**config.mk**
```make
export PLATFORM = sky130hd
export DESIGN_NAME = regfile_write_arbiter
export DESIGN_NICKNAME = d
export VERILOG_FILES = /design/src/rtl/regfile_write_arbiter.sv
export SDC_FILE = /design/constraint.sdc
export NUM_CORES = 1
export LEC_CHECK = 0
export ABC_AREA = 1
export BUFFER_PORTS_ARGS = -buffer_cell sky130_fd_sc_hd__buf_2
export CAP_MARGIN = 25
export CORE_ASPECT_RATIO = 0.9
export CORE_MARGIN = 2
export CORE_UTILIZATION = 49
export CTS_CLUSTER_SIZE = 28
export DETAILED_ROUTE_END_ITERATION = 8
export PLACE_DENSITY = 0.79
export SKIP_LAST_GASP = 1
export SYNTH_ARGS = -nofsm -noshare
export SYNTH_HDL_FRONTEND = slang
export SYNTH_SLANG_ARGS = --single-unit
export TNS_END_PERCENT = 1
```
**constraint.sdc**
```tcl
create_clock -name clock -period 1.27 [get_ports clock]
set_input_delay 0.1905 -clock clock [delete_from_list [all_inputs] [get_ports clock]]
set_output_delay 0.1905 -clock clock [all_outputs]
set_load 0.005 [all_outputs]
```
**src/rtl/regfile_write_arbiter.sv**
```systemverilog
// regfile_write_arbiter: shares the register file write port among three writeback requesters.
// Define REGWR_ARB_ROUND_ROBIN_EN for round-robin grant; default is fixed priority (0 highest).
module regfile_write_arbiter #(
  parameter int NREQ       = 3,
  parameter int DATA_W     = 8,
  parameter int ADDR_W     = 3,
  parameter int STARVE_LIM = 8
) (
  input  logic                     clock,
  input  logic                     reset_n,
  input  logic [NREQ-1:0]          req_valid,
  input  logic [NREQ*ADDR_W-1:0]   req_addr,
  input  logic [NREQ*DATA_W-1:0]   req_data,
  output logic [NREQ-1:0]          req_ready,
  output logic                     rf_wr_en,
  output logic [ADDR_W-1:0]        rf_wr_addr,
  output logic [DATA_W-1:0]        rf_wr_data,
  output logic [NREQ-1:0]          starve,
  output logic [1:0]               grant_id
);
  logic [1:0]        win;
  logic [1:0]        cand;
  logic              hit;
  logic              xfer;
  logic [ADDR_W-1:0] win_addr;
  logic [DATA_W-1:0] win_data;
  logic [3:0]        wait_cnt [NREQ];
  logic [3:0]        wait_nxt [NREQ];
  logic [NREQ-1:0]   starve_nxt;
`ifdef REGWR_ARB_ROUND_ROBIN_EN
  logic [1:0]        rr_ptr;
  logic [2:0]        rot;
`endif
  // Scan from lowest to highest priority so the highest-priority valid wins last.
  always_comb begin
    win = '0;
    hit = 1'b0;
    cand = '0;
`ifdef REGWR_ARB_ROUND_ROBIN_EN
    rot = '0;
`endif
    for (int k = NREQ - 1; k >= 0; k--) begin
`ifdef REGWR_ARB_ROUND_ROBIN_EN
      rot = {1'b0, rr_ptr} + 3'(k);
      cand = rot >= 3'(NREQ) ? 2'(rot - 3'(NREQ)) : rot[1:0];
`else
      cand = 2'(k);
`endif
      if (req_valid[cand]) begin
        win = cand;
        hit = 1'b1;
      end
    end
  end
  assign xfer      = hit & reset_n;
  assign req_ready = xfer ? NREQ'(1) << win : '0;
  assign win_addr  = req_addr[win*ADDR_W +: ADDR_W];
  assign win_data  = req_data[win*DATA_W +: DATA_W];
  always_comb begin
    for (int i = 0; i < NREQ; i++) begin
      wait_nxt[i] = (!req_valid[i] || req_ready[i]) ? 4'd0 : wait_cnt[i] + {3'd0, wait_cnt[i] != 4'd15};
      starve_nxt[i] = wait_nxt[i] >= 4'(STARVE_LIM);
    end
  end
  // Writes to register 0 complete the handshake but never reach the register file.
  always_ff @(posedge clock or negedge reset_n) begin
    if (!reset_n) begin
      rf_wr_en   <= 1'b0;
      rf_wr_addr <= '0;
      rf_wr_data <= '0;
      starve     <= '0;
      grant_id   <= 2'd3;
      wait_cnt   <= '{default: 4'd0};
`ifdef REGWR_ARB_ROUND_ROBIN_EN
      rr_ptr     <= 2'd0;
`endif
    end else begin
      rf_wr_en <= xfer && win_addr != '0;
      wait_cnt <= wait_nxt;
      starve   <= starve_nxt;
      if (xfer && win_addr != '0) begin
        rf_wr_addr <= win_addr;
        rf_wr_data <= win_data;
      end
      if (xfer) begin
        grant_id <= win;
`ifdef REGWR_ARB_ROUND_ROBIN_EN
        rr_ptr   <= win == 2'(NREQ - 1) ? 2'd0 : win + 2'd1;
`endif
      end
    end
  end
endmodule

```
==> out/results.ini, run 1 <==
[drt]
routed_wl_mm = 3.57
drc = 0
vias = 1430
drt_iter0_drc = 47
drtPass1Iterations = 5
wl_per_cell_um = 12.1
antenna_left = 0
via_per_inst = 4.85

[timing]
setup_viol = 0
slew_headroom = 0.617
finClkSkew_ns = 0.00731
final-max-slew-violation-count = 0
max_slew.worst_pin.slew_ns = 0.568
finalCritPeriodShare = 0.953
rsz0062_at_grt = true
hold_violations = 0
fin_tns_setup_ns = 0
fmax_mhz = 826
period_needed_ns = 1.21

[yosys]
synth_cells = 181
synth-async-reset-ratio = 1.00
syn_area_mm2 = 0.00159
synth-edff-count = 0
synth-seq-area-share = 0.458
synth_ff_type = dfrtp_1
syn_avg_cell_area_um2 = 8.79
netlist-cell-type-count = 23
ys_seq_elements = 29
yosysWarnings = 0
syn_nets = 225

[worst_setup_path]
critPathCaptureType = output pin
cp_max_fo = 9
slowest_delay_ns = 0.20
required_ns = 1.08
critPathBufInv = 4
cpMaxStageDelayCell = buf_4
worstPathArrival_ns = 1.02
worst_path_dominant_cell_family = buffers and inverters
cp-start-kind = primary input
critPathKind = in -> out
cp_cell_sequence = buf_2 > buf_4 > nor2_2 > buf_4 > nor2_1 > buf_2

[global_routing]
grt_pass1_wl_mm = 6.03
antenna_found_initial = 0
grt_pass1_vias = 1419
grt_use_total = 0.213
grt_overflow = 0
grt_max_degree = 17

[floorplanning]
die_width_um = 64.1
rows = 19
die_area_mm2 = 0.00372
die_h_um = 58.0
ios = 58
core_area_mm2 = 0.00307
initial_utilization = 0.519

[placed_design]
io_buffers = 57
placed_cell_area_mm2 = 0.00192
dp_hpwl_mm = 2.77
gp_congestion = 0.779

[clocking]
cts.sink_count = 29
cts_max_level = 2
cts_max_path_buffers = 2
cts_tree = built
clkLatencyLatePin_ns = 0.32
cts_buffers = 5
clkTransAtPathRegs_ns = 0.09
root_buffer = clkbuf_4

[layout]
drive_gt1_frac = 0.379
n_antenna_cell = 0
seqCellArea_um2 = 728
area_growth_syn_to_layout_pct = 29.0
nets = 296
final_area_mm2 = 0.00205
multi_input_area_um2 = 733
fillers = 258

[flow_run]
maxCapViolations = 0

[pwr]
p_sw_w = 0.000630
p_sw_frac = 0.267
power.share.combinational = 0.211
power.density_mw_per_mm2 = 1150
p_seq_frac = 0.461
p_int_w = 0.00173
clkPwrFrac = 0.328
power.leakage_nw = 1.15
vdd_drop_max_mv = 0.678

[status]
status = complete, no violations

[worst_hold_path]
min_path_type = in -> reg

final timing paths:
kind                       slack [ns]               startpoint  cells after the start                        end
max                              0.06             req_valid[0]                      6               req_ready[0]
min                              0.22             req_data[14]                      5  rf_wr_data[6]$_DFFE_PN0P_
max reg2reg                      0.07    wait_cnt[2]$_DFF_PN0_                      5      wait_cnt[2]$_DFF_PN0_
min reg2reg                      0.46  grant_id[1]$_DFFE_PN1P_                      2    grant_id[1]$_DFFE_PN1P_
max in group asynchronous        0.52                  reset_n                      3    grant_id[0]$_DFFE_PN1P_
min in group asynchronous        0.27                  reset_n                      2     wait_cnt[10]$_DFF_PN0_
state kept, by name, summed over array words and instances (netlist names):
signal,flops
rf_wr_data,8
rf_wr_en,1
starve,3
grant_id,2
wait_cnt,12
rf_wr_addr,3
timing repair:
item                       4_1_cts  5_1_grt
hold buffers                     1        0
gates resized for setup          0        3
buffers inserted                 0        3
hold endpoints to repair        27        0
setup endpoints to repair        0       11
logic make-up (layout without fill, tap and decap cells):
family                     count (synthesis)  after routing  synth area share
AOI/OAI and AO/OA                         10             10            0.0378
xor gates and xnor gates                   6              6            0.0331
adders and majority gates                  6              6            0.0472
buffers and inverters                     23             95            0.0889
DFF                                       29             29             0.458
and+or+nand+nor                          107            107             0.335
cell usage in the layout, fill, tap and decap left out, types with 2 or more instances in the layout:
master    instances
buf_2            57
nand2_1          48
nor2_1           27
dfrtp_1          27
inv_1            15
nand4_1          13
buf_4            13
a31oi_1           8
nand3_1           6
clkbuf_4          5
nand2_2           4
nand3_4           4
ha_1              4
xnor2_1           3
nor2_2            2
o21ai_0           2
xor2_1            2
ha_2              2
dfstp_2           2
power by group through the flow:
stage,Sequential [W],Combinational [W],Clock (W)
floorplan,0.00110,0.000275,0
global placement,0.00110,0.000480,0
detailed placement,0.00110,0.000495,0
CTS,0.00109,0.000502,0.000790
global route,0.00110,0.000562,0.000845
finish,0.00109,0.000498,0.000772
synthesized netlist by cell type, drive strengths merged, types with 3 or more instances:
cell / number / area, um^2
a31oi: 8 / 50.1
nand3: 11 / 110
inv: 16 / 60.1
ha: 6 / 75.1
xor2: 3 / 26.3
nand2: 53 / 216
dfrtp: 27 / 676
nor2: 30 / 125
nand4: 13 / 81.3
buf: 6 / 67.6
xnor2: 3 / 26.3
final cells by class:
cell class                 count  area share
clock buffer                   7      0.0268
tap                           42      0.0256
sequential                    29       0.355
clock inverter                 1      0.0146
multi-input combinational    129       0.357
inverter                      16      0.0293
timing repair buffer          71       0.191
layer usage:
layer / vias to the layer above / wire, um / GRT usage
met1: 649 / 1490 / 0.256
met2: 52 / 1830 / 0.362
met5: - / 0 / 0
met3: 4 / 196 / 0.0447
li1: 725 / - / -
met4: 0 / 49 / 0.115
worst min-delay path: stages:
cell and delay (ns):
buf_2 0.10, nand2_1 0.05, a31oi_1 0.06, nand2_1 0.05
nand2_1 0.04
stage by stage:
stage	utilization	cells	setup slack (ns)	total power (W)	hold slack, ns
final	0.669	295	0.0597	0.00236	0.219
after CTS	0.658	292	0.0371	0.00238	0.209
after detailed placement	0.627	283	-0.110	0.00160	0.0121
after global routing	0.669	295	-0.0319	0.00251	0.225
after floorplan	-	181	0.132	0.00138	-0.105
after global placement	0.627	283	-0.0538	0.00158	0.0153
Power figures use the tool's default switching activity.
==> run 2, diff against run 1 <==
Settings changed: CORE_UTILIZATION 49 to 25, PLACE_DENSITY 0.79 to unset.
==> run 2 against run 1 <==
  * Sequential cell count did not move
  * Register-to-register slack barely moved
  * Clock skew barely moved
  * Critical endpoint is now wait_cnt[10]$_DFF_PN0_
  * Largest power group unchanged
  * Largest cell class is now sequential cells
  * Routed wire length rose by 3.2%
  * Sequential share of layout area fell by 1.1 points
==> out/results.ini, run 2 (synthesis gave the netlist of run 1 again) <==
[worst_setup_path]
r2r_slack_ns = 0.07
critPathKind = reg -> reg
cp-start-kind = register
required_ns = 1.42
r2r-end = wait_cnt[10]$_DFF_PN0_
rr_worst_depth = 5
r2r_start = wait_cnt[10]$_DFF_PN0_
critPathCaptureType = register
worstPathArrival_ns = 1.35
endpoint = wait_cnt[10]$_DFF_PN0_
cp_max_fo = 3
critPathLaunch = wait_cnt[10]$_DFF_PN0_

[layout]
n_antenna_cell = 0
largest_reg_flops = 12
drive_gt1_frac = 0.373
reg_top3 = wait_cnt x12, rf_wr_data x8
nets = 295
final_common_cell = buf_2
final_util = 0.345
area_growth_syn_to_layout_pct = 33.3
layoutNonFillerInstCount = 339
final_cell_mix = 57 x buf_2, 48 x nand2_1, 27 x nor2_1, 27 x dfrtp_1, 15 x inv_1
fillers = 716
top_register = wait_cnt

[pwr]
vdd_drop_max_mv = 0.368
power.density_mw_per_mm2 = 1130
power.leakage_nw = 1.16

[timing]
finalCritPeriodShare = 0.944
final-max-slew-violation-count = 0
fin_tns_setup_ns = 0
period_needed_ns = 1.20
rsz0062_at_grt = true
hold_violations = 0
slew_headroom = 0.661
fmax_mhz = 834
setup_viol = 0
max_slew.worst_pin.slew_ns = 0.504
finClkSkew_ns = 0.00691

[drt]
via_per_inst = 4.17
antenna_left = 0
wl_per_cell_um = 10.9
vias = 1412
drt_iter0_drc = 27
routed_wl_mm = 3.68
drc = 0
drtPass1Iterations = 4

[placed_design]
io_buffers = 57
dp_hpwl_mm = 2.94
placed_cells = 328
gp_congestion = 0.723

[status]
status = complete, no violations

[clocking]
clkLatencyLatePin_ns = 0.27
cts_max_level = 2
clkTransAtPathRegs_ns = 0.06
cts.sink_count = 29
cts_max_path_buffers = 2
cts_tree = built
root_buffer = clkbuf_8
cts_buffers = 5

[global_routing]
grt_use_total = 0.114
antenna_found_initial = 0
grt_pass1_vias = 1330
grt_pass1_wl_mm = 6.07
grt_overflow = 0
grt_max_degree = 18

[floorplanning]
initial_utilization = 0.259
core_area_mm2 = 0.00615
die_area_mm2 = 0.00702
die_h_um = 79.7
die_width_um = 88.1
ios = 58
rows = 27

[flow_run]
maxCapViolations = 0

[worst_hold_path]
min_path_type = in -> reg

==> run 2: cell count changes in the layout (fill, tap and decap cells not counted), sizes merged <==
cell,previous run,this run
bufinv,1,0
buf,70,69
clkinv,0,1
==> run 2: worst max-delay path, cell delays in order (launching register included) <==
cell     delay [ns]
dfrtp_1        0.38
nand4_1        0.11
ha_1           0.21
ha_1           0.19
xnor2_1        0.13
nor2_1         0.06
==> run 2: report_power, final <==
group | switching, W | total (W) | internal (W)
registers | 0.0000591 | 0.00109 | 0.00103
clock network | 0.000332 | 0.000821 | 0.000489
logic | 0.000264 | 0.000496 | 0.000232
total | 0.000656 | 0.00241 | 0.00175
==> run 2: worst min-delay path by stage <==
stage            startpoint                   endpoint  cells after the start
2_1_floorplan       reset_n  rf_wr_addr[0]$_DFFE_PN0P_                      0
5_1_grt        req_data[10]  rf_wr_data[2]$_DFFE_PN0P_                      5
3_5_place_dp        reset_n      wait_cnt[5]$_DFF_PN0_                      2
3_3_place_gp        reset_n      wait_cnt[4]$_DFF_PN0_                      2
6_report       req_data[10]  rf_wr_data[2]$_DFFE_PN0P_                      5
4_1_cts        req_data[13]  rf_wr_data[5]$_DFFE_PN0P_                      5
==> run 2: layer usage <==
metal | GRT usage | part of all wire
met5 | 0 | 0
met3 | 0.0352 | 0.057
met2 | 0.180 | 0.48
met1 | 0.141 | 0.44
met4 | 0.0515 | 0.024
==> run 2: repair_timing <==
item,4_1_cts,5_1_grt
gates resized for setup,0,1
endpoints found under the setup margin,0,6
hold buffers,1,0
buffers inserted,0,2
endpoints found under the hold margin,27,0
==> run 2: final cells by class <==
type	count	area (um^2)	area share
tap	87	109	0.0514
multi-input combinational	129	723	0.341
inverter	16	60.1	0.0283
sequential	29	728	0.344
timing repair buffer	70	398	0.188
clock inverter	1	5.00	0.00236
clock buffer	7	96.3	0.0455
==> run 2: stage by stage <==
| step | power (W) | hold slack, ns | area, um^2 | worst slack, ns |
|---|---|---|---|---|
| 2_1_floorplan | 0.00138 | -0.105 | 1590 | 0.132 |
| 3_3_place_gp | 0.00160 | 0.215 | 1990 | -0.0429 |
| 3_5_place_dp | 0.00161 | 0.213 | 1990 | -0.0624 |
| 4_1_cts | 0.00244 | 0.267 | 2100 | 0.0495 |
| 5_1_grt | 0.00258 | 0.280 | 2120 | -0.0196 |
| 6_report | 0.00241 | 0.271 | 2120 | 0.0716 |
==> run 3, diff against run 2 <==
Settings changed: CELL_PAD_IN_SITES_DETAIL_PLACEMENT set to 0, CELL_PAD_IN_SITES_GLOBAL_PLACEMENT set to 1, PLACE_DENSITY_LB_ADDON set to 0.1, SETUP_SLACK_MARGIN set to 0.15.
==> run 3 against run 2 <==
  * Final cell count increased by 2.4%
  * Via count decreased by 2.1%
  * Fmax increased by 4.6%
  * Total power decreased by 1.4%
  * Clock skew about the same
==> out/results.ini, run 3 (synthesis gave the netlist of run 1 again) <==
[timing]
finalCritPeriodShare = 0.902
slew_headroom = 0.757
final-max-slew-violation-count = 0
period_needed_ns = 1.15
rsz0062_at_grt = true
setup_viol = 0
holdWs_ns = 0.0368
hold_violations = 0
fmax_mhz = 873
finClkSkew_ns = 0.00671
max_slew.worst_pin.slew_ns = 0.364

[worst_setup_path]
required_ns = 1.43
r2r-end = wait_cnt[1]$_DFF_PN0_
rr_worst_depth = 5
endpoint = wait_cnt[1]$_DFF_PN0_
critPathCaptureType = register
worstPathArrival_ns = 1.30
cp-start-kind = register
r2r_start = wait_cnt[3]$_DFF_PN0_
critPathLaunch = wait_cnt[3]$_DFF_PN0_
r2r_slack_ns = 0.12
critPathKind = reg -> reg
cp_max_fo = 2

[global_routing]
grt_use_total = 0.122
grt_use_met3 = 0.0352
busiest_layer = met1
grt_pass1_vias = 1346
grt_max_degree = 29
grt_overflow = 0
grt_pass1_wl_mm = 6.54
use_met1 = 0.178
met2_usage = 0.167
antenna_found_initial = 0

[drt]
drt_iter0_drc = 56
routed_wl_mm = 3.95
via_per_inst = 3.98
wl_per_cell_um = 11.4
drc = 0
drtPass1Iterations = 4
vias = 1382
antenna_left = 0

[layout]
drive_gt1_frac = 0.400
top_register = wait_cnt
reg_top3 = wait_cnt x12, rf_wr_data x8
final_common_cell = buf_2
n_antenna_cell = 0
largest_reg_flops = 12
area_growth_syn_to_layout_pct = 36.2
final_cell_mix = 57 x buf_2, 48 x nand2_1, 27 x dfrtp_1, 26 x nor2_1, 20 x buf_4
layoutNonFillerInstCount = 347
nets = 303

[floorplanning]
core_area_mm2 = 0.00615
rows = 27
die_width_um = 88.1
die_h_um = 79.7
initial_utilization = 0.259
ios = 58
die_area_mm2 = 0.00702

[pwr]
p_int_w = 0.00171
clkPwrFrac = 0.323
p_sw_w = 0.000659
power.density_mw_per_mm2 = 1100
p_sw_frac = 0.278
power.share.combinational = 0.219
p_seq_frac = 0.458
power.leakage_nw = 1.18
vdd_drop_max_mv = 0.354

[status]
status = complete, no violations

[clocking]
cts.sink_count = 29
cts_buffers = 5
cts_max_path_buffers = 2
root_buffer = clkbuf_8
clkTransAtPathRegs_ns = 0.06
cts_tree = built
clkLatencyLatePin_ns = 0.27
cts_max_level = 2

[flow_run]
maxCapViolations = 0

[placed_design]
placed_cells = 331
dp_hpwl_mm = 3.05
gp_congestion = 0.716
io_buffers = 57

[worst_hold_path]
min_path_type = in -> async

## run 3: cell types whose count changed in the layout (fill, tap and decap cells not counted)
cell and delta:
buf_12 -1, buf_4 +9, clkbuf_1 +2, clkbuf_8 -1, clkinv_2 -1, ha_1 -3, ha_2 +3, nor2_1 -1
nor2_2 +1
## run 3: timing repair
action	4_1_cts	5_1_grt
setup buffers	5	2
pin swaps	0	5
hold endpoints to repair	1	0
gates resized for setup	2	1
hold buffers	1	0
setup endpoints to repair	13	26
## run 3: worst min-delay path by stage
| stage | start | to | slack (ns) | depth (start not counted) |
|---|---|---|---|---|
| 3_5_place_dp | reset_n | wait_cnt[9]$_DFF_PN0_ | 0.02 | 1 |
| 4_1_cts | reset_n | starve[2]$_DFF_PN0_ | 0.05 | 2 |
| 6_report | reset_n | wait_cnt[2]$_DFF_PN0_ | 0.04 | 2 |
| 3_3_place_gp | reset_n | wait_cnt[9]$_DFF_PN0_ | 0.02 | 1 |
| 5_1_grt | reset_n | wait_cnt[7]$_DFF_PN0_ | 0.08 | 2 |
| 2_1_floorplan | reset_n | rf_wr_addr[0]$_DFFE_PN0P_ | -0.11 | 0 |
## run 3: metrics by stage
| step | util | TNS, ns | instance area [um^2] | power [W] | worst slack [ns] |
|---|---|---|---|---|---|
| finish | 0.352 | 0 | 2170 | 0.00237 | 0.125 |
| global route | 0.352 | 0 | 2170 | 0.00255 | 0.0275 |
| CTS | 0.349 | 0 | 2150 | 0.00242 | 0.112 |
| detailed placement | 0.326 | -0.736 | 2010 | 0.00161 | -0.103 |
| global placement | 0.326 | -0.476 | 2010 | 0.00162 | -0.0691 |
| floorplan | - | 0 | 1600 | 0.00138 | 0.148 |
## run 3: layer usage
metal	wire length, um	part of all wire	vias to the layer above
met5	0	0	-
met4	68	0.017	0
met3	228	0.058	6
met2	1510	0.38	40
met1	2140	0.54	594
li1	-	-	742
## run 3: cell type report
class	count	area [um^2]
Tap cell	87	109
Fill cell	707	3980
Inverter	16	60.1
Multi-Input combinational cell	129	733
Timing Repair Buffer	78	445
Clock buffer	8	90.1
Sequential cell	29	728
## run 3: critical path: stages, from the launching register on
cell     delay (ns)
dfrtp_1        0.36
nand4_1        0.11
ha_2           0.19
ha_1           0.27
inv_1          0.05
nor2_1         0.04
## run 3: power by group through the flow
stage          logic [W]  clock network [W]  registers [W]
3_3_place_gp    0.000512                  0        0.00111
4_1_cts         0.000527           0.000808        0.00109
6_report        0.000519           0.000767        0.00109
3_5_place_dp    0.000508                  0        0.00111
5_1_grt         0.000600           0.000849        0.00110
2_1_floorplan   0.000275                  0        0.00110
